File: src/rtl/usrt_tx_sched_if.sv
// Producer/serializer-facing signal bundle of the USRT transmit scheduler.
// slave is the scheduler's view; master is the view of whatever drives it.
interface usrt_tx_sched_if;
  logic             en;
  logic [1:0]       req;
  logic [6:0]       len0;
  logic [6:0]       len1;
  logic [7:0]       src_data0;
  logic [7:0]       src_data1;
  logic [1:0]       src_valid;
  logic [1:0]       src_ready;
  logic [1:0]       grant;
  logic [1:0]       done;
  logic [7:0]       tx_data;
  logic             tx_valid;
  logic             tx_ready;
  logic             rts;
  logic             busy;

  modport master (
    output en, req, len0, len1, src_data0, src_data1, src_valid, tx_ready,
    input  src_ready, grant, done, tx_data, tx_valid, rts, busy
  );

  modport slave (
    input  en, req, len0, len1, src_data0, src_data1, src_valid, tx_ready,
    output src_ready, grant, done, tx_data, tx_valid, rts, busy
  );
endinterface

File: src/rtl/usrt_tx_sched.sv
// Two-source round-robin scheduler framing messages (SOF, info, payload,
// two's-complement checksum) onto one USRT byte serializer, with RTS guard time.
module usrt_tx_sched #(
  parameter logic [7:0]  SOF      = 8'h7E,
  parameter int unsigned LEAD_CYC = 4,
  parameter int unsigned TAIL_CYC = 2
) (
  input  logic              clk,
  input  logic              rst,
  usrt_tx_sched_if.slave    bus
);

  localparam logic [7:0] LEAD_LAST = 8'(LEAD_CYC - 1);
  localparam logic [7:0] TAIL_LAST = 8'(TAIL_CYC - 1);

  typedef enum logic [2:0] {
    S_IDLE, S_LEAD, S_SOF, S_INFO, S_PAY, S_CKS, S_TAIL
  } state_e;

  state_e           state_q, state_d;
  logic [1:0]       grant_q, grant_d;
  logic             ptr_q, ptr_d;
  logic [6:0]       cnt_q, cnt_d;
  logic [7:0]       sum_q, sum_d;
  logic [7:0]       tmr_q, tmr_d;

  logic [1:0][7:0]  src_data;
  logic [1:0][6:0]  len;
  logic             gid, pick, go, xfer, tmr_end;
  logic [7:0]       info;
  logic [7:0]       tx_data;
  logic             tx_valid;
  logic [1:0]       src_ready;
  logic [1:0]       done;

  assign src_data = {bus.src_data1, bus.src_data0};
  assign len      = {bus.len1, bus.len0};
  assign gid      = grant_q[1];
  // cnt_q still holds the latched length while INFO is on the wire
  assign info     = {gid, cnt_q};
  assign go       = bus.en && (bus.req != 2'b00);
  assign xfer     = tx_valid && bus.tx_ready;
  assign tmr_end  = (state_q == S_LEAD) ? (tmr_q == LEAD_LAST) : (tmr_q == TAIL_LAST);

  // ptr_q is the last-granted source; on a tie the other one wins
  always_comb begin
    case (bus.req)
      2'b01:   pick = 1'b0;
      2'b10:   pick = 1'b1;
      default: pick = ~ptr_q;
    endcase
  end

  always_ff @(posedge clk or posedge rst) begin
    if (rst) begin
      state_q <= S_IDLE;
      grant_q <= 2'b00;
      ptr_q   <= 1'b0;
      cnt_q   <= 7'd0;
      sum_q   <= 8'd0;
      tmr_q   <= 8'd0;
    end else begin
      state_q <= state_d;
      grant_q <= grant_d;
      ptr_q   <= ptr_d;
      cnt_q   <= cnt_d;
      sum_q   <= sum_d;
      tmr_q   <= tmr_d;
    end
  end

  always_comb begin
    state_d = state_q;
    grant_d = grant_q;
    ptr_d   = ptr_q;
    cnt_d   = cnt_q;
    sum_d   = sum_q;
    tmr_d   = tmr_q;
    case (state_q)
      S_IDLE: begin
        if (go) begin
          grant_d = pick ? 2'b10 : 2'b01;
          ptr_d   = pick;
          cnt_d   = len[pick];
          sum_d   = 8'd0;
          tmr_d   = 8'd0;
          state_d = S_LEAD;
        end
      end
      S_LEAD: begin
        if (tmr_end) begin
          tmr_d   = 8'd0;
          state_d = S_SOF;
        end else begin
          tmr_d   = tmr_q + 8'd1;
        end
      end
      S_SOF: begin
        if (xfer) state_d = S_INFO;
      end
      S_INFO: begin
        if (xfer) begin
          sum_d   = sum_q + info;
          state_d = (cnt_q != 7'd0) ? S_PAY : S_CKS;
        end
      end
      S_PAY: begin
        // leaving on cnt_q==1 keeps the counter from ever wrapping
        if (xfer) begin
          sum_d = sum_q + tx_data;
          cnt_d = cnt_q - 7'd1;
          if (cnt_q == 7'd1) state_d = S_CKS;
        end
      end
      S_CKS: begin
        if (xfer) begin
          tmr_d   = 8'd0;
          state_d = S_TAIL;
        end
      end
      S_TAIL: begin
        if (tmr_end) begin
          grant_d = 2'b00;
          state_d = S_IDLE;
        end else begin
          tmr_d   = tmr_q + 8'd1;
        end
      end
      default: state_d = S_IDLE;
    endcase
  end

  always_comb begin
    tx_valid  = 1'b0;
    tx_data   = 8'h00;
    src_ready = 2'b00;
    done      = 2'b00;
    case (state_q)
      S_SOF: begin
        tx_valid = 1'b1;
        tx_data  = SOF;
      end
      S_INFO: begin
        tx_valid = 1'b1;
        tx_data  = info;
      end
      S_PAY: begin
        tx_valid  = bus.src_valid[gid];
        tx_data   = src_data[gid];
        src_ready = grant_q & {2{bus.tx_ready}};
      end
      S_CKS: begin
        tx_valid = 1'b1;
        tx_data  = ~sum_q + 8'd1;
      end
      S_TAIL: begin
        if (tmr_end) done = grant_q;
      end
      default: ;
    endcase
  end

  assign bus.tx_valid  = tx_valid;
  assign bus.tx_data   = tx_data;
  assign bus.src_ready = src_ready;
  assign bus.done      = done;
  assign bus.grant     = grant_q;
  assign bus.busy      = (state_q != S_IDLE);
  assign bus.rts       = (state_q != S_IDLE);

  a_grant_1hot: assert property (@(posedge clk) disable iff (rst) $onehot0(grant_q));
  a_pay_cnt:    assert property (@(posedge clk) disable iff (rst) (state_q == S_PAY) |-> (cnt_q != 7'd0));

endmodule

File: src/flat_wrapper.sv
// flat-port wrapper written by rule: the top's interface ports become plain ports
module usrt_tx_sched_flat 
#(
  parameter logic [7:0]  SOF      = 8'h7E,
  parameter int unsigned LEAD_CYC = 4,
  parameter int unsigned TAIL_CYC = 2
)
  (clk, rst, bus_en, bus_req, bus_len0, bus_len1, bus_src_data0, bus_src_data1, bus_src_valid, bus_tx_ready, bus_src_ready, bus_grant, bus_done, bus_tx_data, bus_tx_valid, bus_rts, bus_busy);
  usrt_tx_sched_if bus_i ();
  input  logic clk;
  input  logic rst;
  input wire logic [$bits(bus_i.en)-1:0] bus_en;
  input wire logic [$bits(bus_i.req)-1:0] bus_req;
  input wire logic [$bits(bus_i.len0)-1:0] bus_len0;
  input wire logic [$bits(bus_i.len1)-1:0] bus_len1;
  input wire logic [$bits(bus_i.src_data0)-1:0] bus_src_data0;
  input wire logic [$bits(bus_i.src_data1)-1:0] bus_src_data1;
  input wire logic [$bits(bus_i.src_valid)-1:0] bus_src_valid;
  input wire logic [$bits(bus_i.tx_ready)-1:0] bus_tx_ready;
  output wire logic [$bits(bus_i.src_ready)-1:0] bus_src_ready;
  output wire logic [$bits(bus_i.grant)-1:0] bus_grant;
  output wire logic [$bits(bus_i.done)-1:0] bus_done;
  output wire logic [$bits(bus_i.tx_data)-1:0] bus_tx_data;
  output wire logic [$bits(bus_i.tx_valid)-1:0] bus_tx_valid;
  output wire logic [$bits(bus_i.rts)-1:0] bus_rts;
  output wire logic [$bits(bus_i.busy)-1:0] bus_busy;
  assign bus_i.en = bus_en;
  assign bus_i.req = bus_req;
  assign bus_i.len0 = bus_len0;
  assign bus_i.len1 = bus_len1;
  assign bus_i.src_data0 = bus_src_data0;
  assign bus_i.src_data1 = bus_src_data1;
  assign bus_i.src_valid = bus_src_valid;
  assign bus_i.tx_ready = bus_tx_ready;
  assign bus_src_ready = bus_i.src_ready;
  assign bus_grant = bus_i.grant;
  assign bus_done = bus_i.done;
  assign bus_tx_data = bus_i.tx_data;
  assign bus_tx_valid = bus_i.tx_valid;
  assign bus_rts = bus_i.rts;
  assign bus_busy = bus_i.busy;
  usrt_tx_sched #(.SOF(SOF), .LEAD_CYC(LEAD_CYC), .TAIL_CYC(TAIL_CYC)) u_core (.clk(clk), .rst(rst), .bus(bus_i));
endmodule
File: config.mk
export PLATFORM = sky130hd
export DESIGN_NAME = usrt_tx_sched_flat
export DESIGN_NICKNAME = d
export VERILOG_FILES = /design/src/rtl/usrt_tx_sched_if.sv /design/src/rtl/usrt_tx_sched.sv /design/src/flat_wrapper.sv
export SDC_FILE = /design/constraint.sdc
export NUM_CORES = 1
export LEC_CHECK = 0
export CELL_PAD_IN_SITES_DETAIL_PLACEMENT = 1
export CELL_PAD_IN_SITES_GLOBAL_PLACEMENT = 2
export CORE_MARGIN = 2
export CORE_UTILIZATION = 30
export CTS_CLUSTER_SIZE = 20
export DETAILED_ROUTE_END_ITERATION = 8
export PLACE_DENSITY = 0.81
export RECOVER_POWER = 25
export SYNTH_ARGS = -nofsm -noshare
export SYNTH_HDL_FRONTEND = slang
export SYNTH_SLANG_ARGS = --single-unit
File: constraint.sdc
create_clock -name clk -period 3.4 [get_ports clk]
set_input_delay 0.51 -clock clk [delete_from_list [all_inputs] [get_ports clk]]
set_output_delay 0.51 -clock clk [all_outputs]
set_load 0.02 [all_outputs]
==> impl_metrics.json <==
{
  "yosys_warnings": 0,
  "floorplan.die_area_um2": 9520,
  "timing.critical_path.required_ns": 2.89,
  "setup.worst_path.start": "u_core.sum_q[2]",
  "pre_cts_ws_ns": 0.215,
  "numPlacedInstances": 496,
  "power_leakage_nw": 1.44,
  "crit_fanout": 6,
  "min_period_ns": 3.14,
  "io_pins": 55,
  "total_power_mw": 2.87,
  "final-setup-viol-count": 0,
  "remaining_drc_errors": 0,
  "synth.avg_cell_area_um2": 7.86,
  "hold_ws_ns": 0.515,
  "crit_arrival_ns": 2.63,
  "p_sw_share_pct": 50.4,
  "synth.ff_latch_count": 29,
  "slew_headroom_pct": -21.0,
  "pwr_density_cell_nw_per_um2": 841,
  "vdd_ir_drop_max_uv": 298,
  "cap_violations": 1,
  "max_freq_mhz": 319,
  "dp.final_hpwl_um": 6920,
  "count_of_buffers_inserted_at_the_top_level_ports": 54,
  "floorplan.die.width_um": 97.6,
  "synth.distinct_cells": 55,
  "layout-drive-gt1-share_pct": 8.38,
  "switchingPower_mw": 1.45,
  "grt_setup_unrepaired": "false",
  "tritoncts": "done",
  "synthesis.nets": 388,
  "cts_hold_buf": 0,
  "period_share_pct": 92.2,
  "hold_viol": 0,
  "p_clk_share_pct": 9.6,
  "netlist_area_um2": 2630,
  "num-fill-cells": 1062,
  "register_area_um2": 726,
  "r2r_slack_ns": 0.27,
  "design.final.nets": 449,
  "firstDrtPassIters": 4,
  "synth_enable_flop_cells": 0,
  "power_frac_seq_pct": 23.3,
  "antennaDiodeCount": 0,
  "classification_of_the_worst_setup_path": "flop to output pin",
  "most_repeated_cell_in_the_gate_level_netlist_after_synthesis": "nand2_1",
  "ctsHtreeMaxLevel": 2,
  "worst-r2r-cell-count": 11,
  "cts.path.max_buffers": 2,
  "worst-slew-pin-transition_ns": 1.82,
  "clkSlewWorstSetupHoldPaths_ns": 0.07,
  "cell_area_after_layout_um2": 3410,
  "syn_inst_count": 334,
  "clk-insertion-delay-late_ns": 0.28,
  "crit_path_end": "bus_tx_data[5]",
  "detail_route.iter0.violations": 94,
  "failed_checks": "capacitance limit, slew limit",
  "endpoint_kind": "output pin",
  "intPower_mw": 1.43,
  "grtUsageTotal_pct": 19.3,
  "post_drt_wl_per_cell_um": 17.8,
  "maximum_clock_skew_at_final_layout_ns": 0.00206,
  "vias_in_the_first_global_route": 2927,
  "inserted_clock_buffers": 5,
  "vias_per_cell": 5.43,
  "synth.area.top_cells": "dfrtp_1 (28%), ha_1 (7.1%), nand2_1 (5.0%)",
  "final_critical_path_setup_slack_ns": 0.264,
  "die_h_um": 97.6,
  "post_cts_resized": 0,
  "post_layout_nonfiller_instances": 502,
  "clock_sink_count": 29,
  "global_route.overflow_total": 0,
  "drv_slew": 30,
  "asyncSetResetFlopFracSynth_pct": 100,
  "worst_r2r_startpoint": "u_core.state_q[1]",
  "clockRootBuffer": "clkbuf_8",
  "effective_utilization_at_floorplan_pct": 30.6,
  "fin_tns_setup_ns": 0,
  "p_r_area_growth_vs_syn_pct": 30.0,
  "row_count": 34,
  "placed_area_um2": 3340,
  "grt_first_pass_wirelength_um": 14900,
  "ys.flop_type": "dfrtp_1",
  "footprint_of_the_multi_input_gates_um2": 1740,
  "antenna_found_initial": 0,
  "placer_congestion": 0.878,
  "postRouteAntennaNets": 0,
  "post_cts.repair.setup_buffers": 0,
  "detailroute.via_count": 2727,
  "routed_wl_um": 8910,
  "worstReg2RegEnd": "u_core.sum_q[7]",
  "worst_hold_path_type": "flop to flop",
  "core_um2": 8590,
  "utilization_pct": 39.7,
  "synth_seq_area_share_pct": 27.6,
  "synthDominantCellAreaShare_pct": 27.6,
  "status": "complete, but fails checks",
  "critical_path.startpoint_type": "flop",
  "comb_power_share_pct": 67.1,
  "grt_max_degree": 30,
  "yosysTopAreaCell": "dfrtp_1",
  "synth.top_cells.by_count": "nand2_1 (35), nor2_1 (30), dfrtp_1 (29), o21ai_0 (26), a21oi_1 (23)"
}
area by class of cell:
| cell class | count | share of cell area [%] |
|---|---|---|
| Inverter | 19 | 2.09 |
| Tap cell | 108 | 3.96 |
| Clock buffer | 5 | 2.02 |
| Sequential cell | 29 | 21.3 |
| Multi-Input combinational cell | 268 | 50.9 |
| Clock inverter | 1 | 0.147 |
| Timing Repair Buffer | 72 | 19.7 |
worst max-delay path, cell delays in order (launching register included):
cell	delay, ns
dfrtp_1	0.48
nor2_1	0.17
nor4b_1	0.54
xnor2_1	0.20
o211ai_1	0.13
a21oi_1	0.19
clkdlybuf4s50_1	0.64
power by group through the flow:
stage / registers (mW) / clock network, mW / logic (mW)
6_report: 0.670 / 0.276 / 1.93
5_1_grt: 0.692 / 0.295 / 2.15
4_1_cts: 0.666 / 0.282 / 1.93
3_5_place_dp: 0.670 / 0 / 1.92
3_3_place_gp: 0.668 / 0 / 1.88
2_1_floorplan: 0.599 / 0 / 1.34
layer usage:
metal / global-route usage, % / vias up / part of all wire, % / routed length (um)
li1: - / 1329 / - / -
met3: 3.31 / 12 / 2.6 / 236
met5: 0 / - / 0 / 0
met2: 33.9 / 45 / 49 / 4400
met1: 24.1 / 1341 / 46 / 4100
met4: 5.77 / 0 / 1.9 / 172
layout by cell type (no fill, tap or decap), drive strengths merged, types with 3 or more instances in the layout:
cell / synthesis / final
or3b: 3 / 3
o211ai: 5 / 5
xnor2: 9 / 9
a31oi: 4 / 4
o31ai: 10 / 10
inv: 19 / 19
ha: 15 / 15
buf: 9 / 17
o41ai: 3 / 3
and2: 4 / 4
nand2b: 6 / 6
nor2: 30 / 30
o22ai: 3 / 3
nand3: 15 / 15
a22o: 10 / 10
xor2: 5 / 5
and3: 3 / 3
a21o: 5 / 5
o21a: 3 / 3
clkdlybuf4s50: 0 / 53
dfrtp: 29 / 29
clkbuf: 9 / 6
o21ai: 27 / 27
a21oi: 23 / 23
nor3: 9 / 9
nand2: 35 / 35
nor2b: 5 / 5
mux2i: 9 / 9
nor4: 3 / 3
kinds of logic (layout without fill, tap and decap cells):
family	after synthesis	count (layout)	synth area share [%]
XOR/XNOR	14	14	4.67
AO/OA/AOI/OAI	105	105	26.4
adder cells (fa/ha/maj)	16	16	7.91
AND/OR/NAND/NOR	123	123	23.2
buffers and inverters	37	97	6.24
multiplexers	10	10	3.86
flip-flops	29	29	27.6
sequential cells by signal, summed over array words and instances, names as in the netlist:
signal            cells
u_core.cnt_q          7
u_core.state_q        3
u_core.ptr_q          1
u_core.bus.grant      2
u_core.sum_q          8
u_core.tmr_q          8
worst min-delay path by stage:
stage	startpoint	endpoint	slack [ns]	cells after the start
floorplan	u_core.tmr_q[7]	u_core.tmr_q[7]	0.47	1
global placement	u_core.tmr_q[7]	u_core.tmr_q[7]	0.49	1
detailed placement	u_core.tmr_q[7]	u_core.tmr_q[7]	0.51	1
CTS	u_core.tmr_q[7]	u_core.tmr_q[7]	0.52	1
global route	u_core.tmr_q[7]	u_core.tmr_q[7]	0.53	1
finish	u_core.tmr_q[7]	u_core.tmr_q[7]	0.51	1
Note: power is estimated with default switching activity, not from simulation.
